### config.mk
export PLATFORM = sky130hd
export DESIGN_NAME = alu_seq
export DESIGN_NICKNAME = d
export VERILOG_FILES = /design/src/rtl/alu_seq.sv
export SDC_FILE = /design/constraint.sdc
export NUM_CORES = 1
export LEC_CHECK = 0
export BUFFER_PORTS_ARGS = -buffer_cell sky130_fd_sc_hd__clkbuf_2
export CAP_MARGIN = 5
export CORE_MARGIN = 8
export CORE_UTILIZATION = 35
export DETAILED_ROUTE_END_ITERATION = 8
export PLACE_DENSITY_LB_ADDON = 0.15
export REMOVE_ABC_BUFFERS = 1
export SETUP_SLACK_MARGIN = 0.3
export SLEW_MARGIN = 20
export SYNTH_ARGS = -nofsm -noshare
export SYNTH_HDL_FRONTEND = slang
export SYNTH_SLANG_ARGS = --single-unit
### constraint.sdc
create_clock -name clk -period 2.6 [get_ports clk]
set_input_delay 0.13 -clock clk [delete_from_list [all_inputs] [get_ports clk]]
set_output_delay 0.13 -clock clk [all_outputs]
set_load 0.1 [all_outputs]
### src/rtl/alu_seq.sv
// Multi-cycle execute stage: latches operands on start, iterates shifts/multiply, emits one writeback beat.
// Optional macro ALU_SEQ_MUL_EN builds the shift-add multiplier for op 111; otherwise op 111 is an illegal-op NOP.
module alu_seq #(
    parameter int reg_width = 8,
    parameter int num_regs  = 12
) (
    input  logic                        clk,
    input  logic                        rst_n,
    input  logic                        start,
    input  logic [2:0]                  op,
    input  logic [reg_width-1:0]        rs_in,
    input  logic [reg_width-1:0]        rt_in,
    input  logic [$clog2(num_regs)-1:0] rd_addr_in,
    output logic                        busy,
    output logic                        done,
    output logic [$clog2(num_regs)-1:0] rd_addr,
    output logic [reg_width-1:0]        rd_in,
    output logic                        reg_write,
    output logic [reg_width-1:0]        car_in,
    output logic                        car_write
);
    localparam int aw = $clog2(num_regs);
    localparam int cw = $clog2(reg_width + 1);

    localparam logic [2:0] OP_ADD = 3'd0;
    localparam logic [2:0] OP_SUB = 3'd1;
    localparam logic [2:0] OP_AND = 3'd2;
    localparam logic [2:0] OP_OR  = 3'd3;
    localparam logic [2:0] OP_XOR = 3'd4;
    localparam logic [2:0] OP_SHL = 3'd5;
    localparam logic [2:0] OP_SHR = 3'd6;

    typedef enum logic [1:0] {ST_IDLE, ST_EXEC, ST_DONE} state_t;

    state_t               state_q, state_d;
    logic [2:0]           op_q, op_d;
    logic [reg_width-1:0] a_q, a_d, b_q, b_d;
    logic [aw-1:0]        addr_q, addr_d;
    logic [cw-1:0]        cnt_q, cnt_d;
    logic [reg_width-1:0] rd_in_q, rd_in_d, car_in_q, car_in_d;
    logic [aw-1:0]        rd_addr_q, rd_addr_d;
    logic                 done_q, done_d, reg_write_q, reg_write_d, car_write_q, car_write_d;
    logic [reg_width-1:0] res, car;
    logic                 res_ok, car_ok;
    logic [reg_width:0]   add_sum;
    logic                 shift_en;

    assign add_sum  = {1'b0, a_q} + {1'b0, b_q};
    assign shift_en = (b_q[2:0] != 3'd0);

`ifdef ALU_SEQ_MUL_EN
    // Product accumulates as {acc_q, a_q}; a_q doubles as the multiplier shift register.
    logic [reg_width-1:0] acc_q, acc_d;
    logic [reg_width:0]   mul_sum;
    assign mul_sum = a_q[0] ? ({1'b0, acc_q} + {1'b0, b_q}) : {1'b0, acc_q};
`endif

    always_comb begin
        state_d     = state_q;
        op_d        = op_q;
        a_d         = a_q;
        b_d         = b_q;
        addr_d      = addr_q;
        cnt_d       = cnt_q;
        rd_in_d     = rd_in_q;
        car_in_d    = car_in_q;
        rd_addr_d   = rd_addr_q;
        done_d      = 1'b0;
        reg_write_d = 1'b0;
        car_write_d = 1'b0;
        res         = rd_in_q;
        car         = car_in_q;
        res_ok      = 1'b1;
        car_ok      = 1'b0;
`ifdef ALU_SEQ_MUL_EN
        acc_d       = acc_q;
`endif
        case (state_q)
            ST_IDLE: begin
                if (start) begin
                    op_d   = op;
                    a_d    = rs_in;
                    b_d    = rt_in;
                    addr_d = rd_addr_in;
                    cnt_d  = '0;
                    if ((op == OP_SHL || op == OP_SHR) && rt_in[2:0] != 3'd0)
                        cnt_d = cw'(rt_in[2:0] - 3'd1);
`ifdef ALU_SEQ_MUL_EN
                    if (op == 3'd7) begin
                        cnt_d = cw'(reg_width - 1);
                        acc_d = '0;
                    end
`endif
                    state_d = ST_EXEC;
                end
            end
            ST_EXEC: begin
                case (op_q)
                    OP_ADD: begin
                        res    = add_sum[reg_width-1:0];
                        car    = {{(reg_width-1){1'b0}}, add_sum[reg_width]};
                        car_ok = 1'b1;
                    end
                    OP_SUB: begin
                        res    = a_q - b_q;
                        car    = {{(reg_width-1){1'b0}}, (a_q < b_q)};
                        car_ok = 1'b1;
                    end
                    OP_AND: res = a_q & b_q;
                    OP_OR:  res = a_q | b_q;
                    OP_XOR: res = a_q ^ b_q;
                    OP_SHL: begin
                        if (shift_en) a_d = {a_q[reg_width-2:0], 1'b0};
                        res = a_d;
                    end
                    OP_SHR: begin
                        if (shift_en) a_d = {1'b0, a_q[reg_width-1:1]};
                        res = a_d;
                    end
                    default: begin
`ifdef ALU_SEQ_MUL_EN
                        acc_d  = mul_sum[reg_width:1];
                        a_d    = {mul_sum[0], a_q[reg_width-1:1]};
                        res    = a_d;
                        car    = acc_d;
                        car_ok = 1'b1;
`else
                        res_ok = 1'b0;
`endif
                    end
                endcase
                if (cnt_q == '0) begin
                    state_d   = ST_DONE;
                    done_d    = 1'b1;
                    rd_addr_d = addr_q;
                    if (res_ok) begin
                        rd_in_d     = res;
                        reg_write_d = (addr_q != '0);
                    end
                    if (car_ok) begin
                        car_in_d    = car;
                        car_write_d = 1'b1;
                    end
                end else begin
                    cnt_d = cnt_q - cw'(1);
                end
            end
            ST_DONE: state_d = ST_IDLE;
            default: state_d = ST_IDLE;
        endcase
    end

    always_ff @(posedge clk or negedge rst_n) begin
        if (!rst_n) begin
            state_q     <= ST_IDLE;
            op_q        <= '0;
            a_q         <= '0;
            b_q         <= '0;
            addr_q      <= '0;
            cnt_q       <= '0;
            rd_in_q     <= '0;
            car_in_q    <= '0;
            rd_addr_q   <= '0;
            done_q      <= 1'b0;
            reg_write_q <= 1'b0;
            car_write_q <= 1'b0;
`ifdef ALU_SEQ_MUL_EN
            acc_q       <= '0;
`endif
        end else begin
            state_q     <= state_d;
            op_q        <= op_d;
            a_q         <= a_d;
            b_q         <= b_d;
            addr_q      <= addr_d;
            cnt_q       <= cnt_d;
            rd_in_q     <= rd_in_d;
            car_in_q    <= car_in_d;
            rd_addr_q   <= rd_addr_d;
            done_q      <= done_d;
            reg_write_q <= reg_write_d;
            car_write_q <= car_write_d;
`ifdef ALU_SEQ_MUL_EN
            acc_q       <= acc_d;
`endif
        end
    end

    assign busy      = (state_q != ST_IDLE);
    assign done      = done_q;
    assign rd_addr   = rd_addr_q;
    assign rd_in     = rd_in_q;
    assign reg_write = reg_write_q;
    assign car_in    = car_in_q;
    assign car_write = car_write_q;
endmodule

# Yosys cells after proc, flatten, opt, wreduce, memory -nomap -nowiden
# Index checks and enable logic that the tools add are counted.
[op_classes]
eq_ne = 13
n_mux = 26
addsub = 4
bitwise_logic = 3
n_reduce_logical = 21
magnitude_cmp = 1
[ops]
columns = ["op", "count"]
rows = [
  ["case mux 8 bit (7 select lines)", 1],
  ["case mux 8 bit (2 select lines)", 3],
  ["two-way mux 8 bit", 3],
  ["equality test 3 bit (second input constant)", 5],
  ["two-way mux 1 bit", 12],
  ["two-way mux 4 bit", 3],
  ["adder 8 x 8 -> 9 bit", 1],
  ["bitwise AND 8 bit", 1],
  ["< comparator 8 bit", 1],
  ["OR 8 bit", 1],
  ["case mux 4 bit (2 select lines)", 1],
  ["AND reduction 4 bit", 2],
  ["subtractor 8 bit", 1],
  ["bitwise XOR 8 bit", 1],
  ["nonzero test 7 bit", 1],
  ["OR reduction 7 bit", 1],
  ["equality test 3 x 2 -> 1 bit (second input constant)", 2],
  ["inequality test 2 bit (second input constant)", 3],
  ["AND reduction 2 bit", 3],
  ["AND reduction 3 bit", 2],
  ["nonzero test 2 bit", 3],
  ["nonzero test 3 bit", 2],
  ["zero test 4 bit", 1],
  ["two-way mux 2 bit", 2],
  ["12 further kinds", 12],
]
[totals]
input_bits = 26
elab_cells = 80
output_inout_bits = 24
regBits = 52

# Logic depth before layout (Yosys ltp)
[logic_depth]
word_depth = 7
ltp_mapped = 11
depth_no_buf = 10

# Least setup slack after synthesis
# No wires, ideal clock.
[synth_timing]
path_type = "register to register"
from = "register state_q[0]"
to = "register a_q[0]"
setup_time_ns = 0.141
synth_period_minus_slack_ns = 2.548
path_stages_with_launch = 7
setup_slack_ns = 0.052
arrival_time_ns = 2.407
required_time_ns = 2.459
n_path_buf = 1
cell_sequence = "dfrtp_1 -> or2_2 -> clkbuf_1 -> nor2_1 -> a31oi_2 -> a21oi_1 -> o22ai_1"
[synth_via]
elab_chain_len = 3
word_cells_on_any_way = 7
classes_between = "eq/ne (3); mux (1); reduce/logical (3)"
[synth_rtl]
columns = ["item", "line_no", "source"]
rows = [
  ["start, declared", "35", "state_t state_q, state_d;"],
  ["start signal, assigned", "171", "state_q <= state_d;"],
  ["equality test 2 x 1 -> 1 bit / zero test 2 bit (equally long branches)", "78", "case (state_q)"],
  ["inequality test 3 x 1 -> 1 bit (no line), or another cell as far along", "n/a", ""],
  ["AND reduction 3 bit (no line)", "n/a", ""],
  ["end signal, assigned", "157", "a_q <= '0;"],
  ["end signal, assigned", "173", "a_q <= a_d;"],
  ["end, declared", "37", "logic [reg_width-1:0] a_q, a_d, b_q, b_d;"],
]
# Several ways; a longest one is shown, not always the timed one.
# A chain may end at the register's enable or synchronous reset.

# Final worst setup path
[layout_timing]
from = "register a_q[2]"
to = "register rd_in_q[7], in the netlist rd_in[7]"
[layout_via]
elab_chain_len = 2
word_cells_on_any_way = 3
classes_between = "add/sub (2); mux (1)"
[layout_rtl]
columns = ["item", "line_no", "source"]
rows = [
  ["subtractor 8 bit / adder 8 x 8 -> 9 bit (equally long branches)", "105, 48", ""],
  ["case mux 8 bit (7 select lines) *", "98", "case (op_q)"],
  ["end signal, assigned", "177", "rd_in_q <= rd_in_d;"],
  ["end, declared", "40", "logic [reg_width-1:0] rd_in_q, rd_in_d, car_in_q, car_in_d;"],
]
# Every way passes the cells marked *; elsewhere a longest branch is shown, timed or not.

==> run_results.csv <==
group,metric,value,unit
global_routing,antenna_found_initial,0,
timing,setup_viol_count_final,0,
critical_path,worst_path_largest_cell_delay,410,ps
finish,layout.cells.non_filler,594,
clock_tree,clockBufferDepth,2,
yosys,synthTopCellsByCount,"dfrtp_1 (45), nor2_1 (41), nand2_1 (36)",
timing,setup_slack,371,ps
timing,setup-tns-final,0,ps
yosys,synth_warnings,0,
worst_hold_path,hp-class,"input pin to flip-flop",
flow_run,cap_violations,0,
detailed_routing,drt-total-wl,9.88,mm
critical_path,end_kind,"flip-flop",
critical_path,critPathMaxFanout,5,
timing,hold_viol,0,
clock_tree,cts_root_buffer,"clkbuf_8",
timing,fin_crit_sh,85.7,%
timing,fmax,0.449,GHz
detailed_routing,detail_route.first_pass.iterations,4,
yosys,yosysTopAreaCellShare,33.7,%
finish,antenna_cells,0,
detailed_routing,vias,3071,
die,start_util,36.1,%
critical_path,worst_setup_path_start_kind,"flip-flop",
yosys,yosysMostFrequentCell,"dfrtp_1",
clock_tree,htreeDepth,2,
detailed_routing,drc,0,
critical_path,rr_worst_depth,8,
critical_path,critPathLaunch,"a_q[2]$_DFFE_PN0P_",
detailed_routing,vias_per_cell,5.17,
finish,syn2layout_area_growth,25.3,%
clock_tree,cts_tree,"done",
placement,numPlacedInstances,575,
yosys,avgSynthCellArea,8.53,µm²
yosys,synthArstFlopShare,100,%
critical_path,critPathKind,"flip-flop to flip-flop",
die,die_x,114,µm
yosys,synth_area_leader_cell,"dfrtp_1",
placement,pre_cts_slack,187,ps
die,die_h,114,µm
die,core,0.00924,mm²
yosys,netlist_area,0.00334,mm²
yosys,synth_area_leaders,"dfrtp_1 (34%), ha_1 (10%), nor2_1 (4.6%), a21oi_1 (4.0%), nand2_1 (4.0%)",
timing,layout_min_cycle_time,2230,ps
clock_tree,numClockSinks,45,
timing,tightestPinTransition,592,ps
clock_tree,clkLatencyLatePin,320,ps
placement,io_buffers,42,
critical_path,r2r-end,"rd_in[7]$_DFFE_PN0P_",
timing,slew_headroom,60.5,%
placement,globalplace.congestion,0.877,
detailed_routing,antenna_left,0,
global_routing,grt_use_total,15.8,%
finish,fin_nets,519,
clock_tree,cts.reportedPaths.clkPinSlew,110,ps
yosys,synthFlopType,"dfrtp_1",
critical_path,cp.arrival,2440,ps
critical_path,cp_data_required_time,2810,ps
finish,drive_above_1_share,29.7,%
critical_path,rr_startpoint,"a_q[2]$_DFFE_PN0P_",
run_status,status,"complete, no violations",
yosys,synth_cell_type_count,57,
clock_tree,cts_buffers,5,
global_routing,gr-total-overflow,0,
die,die_area,0.0129,mm²
timing,slew_viol_final,0,
critical_path,slowest_stage,"dfrtp_1",
global_routing,grt_pass1_wl,16.5,mm
die,ios,50,
yosys,yosysSeqAreaShare,33.7,%
detailed_routing,wl_per_cell,16.6,µm
placement,place_hpwl,7.42,mm
timing,skew,11.7,ps
global_routing,grt_pass1_vias,3223,
global_routing,grt_start_max_net_pins,46,
timing,rsz0062_at_grt,"true",
timing,whs,14.3,ps
critical_path,endpoint,"rd_in[7]$_DFFE_PN0P_",
yosys,ys_ff_latch,45,
yosys,synth-edff-count,0,
detailed_routing,first_iter_violations,160,
critical_path,critical_path.cell_chain,"buf_4 > ha_1 > or2_2 > o221ai_1 > a21oi_1 > xor2_1 > nor2_1 > o32a_1",
die,rows,35,
critical_path,reg2reg_slack,370,ps
yosys,synthCells,391,
[what timing repair did]
item / CTS / global route
setup buffers: 1 / 9
gates resized for setup: 6 / 32
hold endpoints to repair: 45 / 0
hold buffers: 1 / 0
setup endpoints to repair: 5 / 8
pin swaps: 1 / 4
[how the worst min path moves through the flow]
stage / startpoint / to / depth (start not counted) / slack (ps)
after floorplan: rst_n / a_q[0]$_DFFE_PN0P_ / 0 / -170
after global placement: rst_n / rd_in[1]$_DFFE_PN0P_ / 2 / 270
after detailed placement: rst_n / rd_in[1]$_DFFE_PN0P_ / 2 / 270
after CTS: rt_in[4] / b_q[4]$_DFFE_PN0P_ / 3 / 20
after global routing: rt_in[6] / b_q[6]$_DFFE_PN0P_ / 3 / 20
final: rt_in[6] / b_q[6]$_DFFE_PN0P_ / 3 / 10
[metrics by stage]
stage	utilization, %	cell area [µm²]
final	45.3	4180
after global routing	45.3	4180
after CTS	43.0	3970
after detailed placement	41.4	3830
after global placement	41.4	3830
after floorplan	-	3210
[logic make-up after synthesis]
group           count (synthesis)  synth area share (%)
compound gates                119                  24.4
mux                             7                  2.32
buf+inv                        60                  8.44
xor+xnor                       10                  2.62
other cells                     1                 0.112
simple gates                  120                  17.1
flops                          45                  33.7
fa+ha+maj                      29                  11.3
[routing by layer]
layer	track usage (%)	routed length, µm	vias up
met1	20.6	4650	1461
met4	4.71	146	0
met5	0	0	-
met3	3.38	552	12
li1	-	-	1506
met2	25.6	4530	92
[cells in the final DEF (no fill, tap or decap), types with 3 or more instances in the layout]
cell type   n
nor2b_1     5
ha_4        6
clkbuf_8    6
a2111oi_0   7
a221oi_1    5
nor2_1     39
o21bai_1    3
nand2_1    36
nand2b_1    7
clkbuf_2   42
buf_4      43
o21ai_0    23
a21oi_1    26
mux2_2      6
ha_1       19
nor3_1      8
a2111oi_4   3
a22oi_1     9
inv_1      25
dfrtp_1    44
xnor2_1     7
xor2_1      3
inv_2       8
nand3_1     6
o22ai_1    13
o32a_1      3
conb_1      7
[flip-flops by register name, indices dropped and copies added (netlist names), 2 cells and up]
name,flops
addr_q,4
rd_addr,4
state_q,2
rd_in,8
cnt_q,4
b_q,8
a_q,8
op_q,3
[worst max-delay path, delay by kind of cell (launching register included)]
family,cells,cell delay (ps)
adder cells (fa/ha/maj),1,240
AO/OA/AOI/OAI,3,770
AND/OR/NAND/NOR,2,360
buffers and inverters,1,180
XOR/XNOR,1,170
flip-flops,1,410
[layout make-up]
class / count / area (µm²)
inverter: 34 / 130
fill: 923 / 5060
timing repair buffer: 86 / 543
tap: 129 / 161
clock inverter: 2 / 16.3
sequential: 45 / 1130
multi-input combinational: 292 / 2120
clock buffer: 6 / 82.6
Power is not shown: default switching activity piles up to over one toggle a cycle in this logic, so the estimate is an artifact.
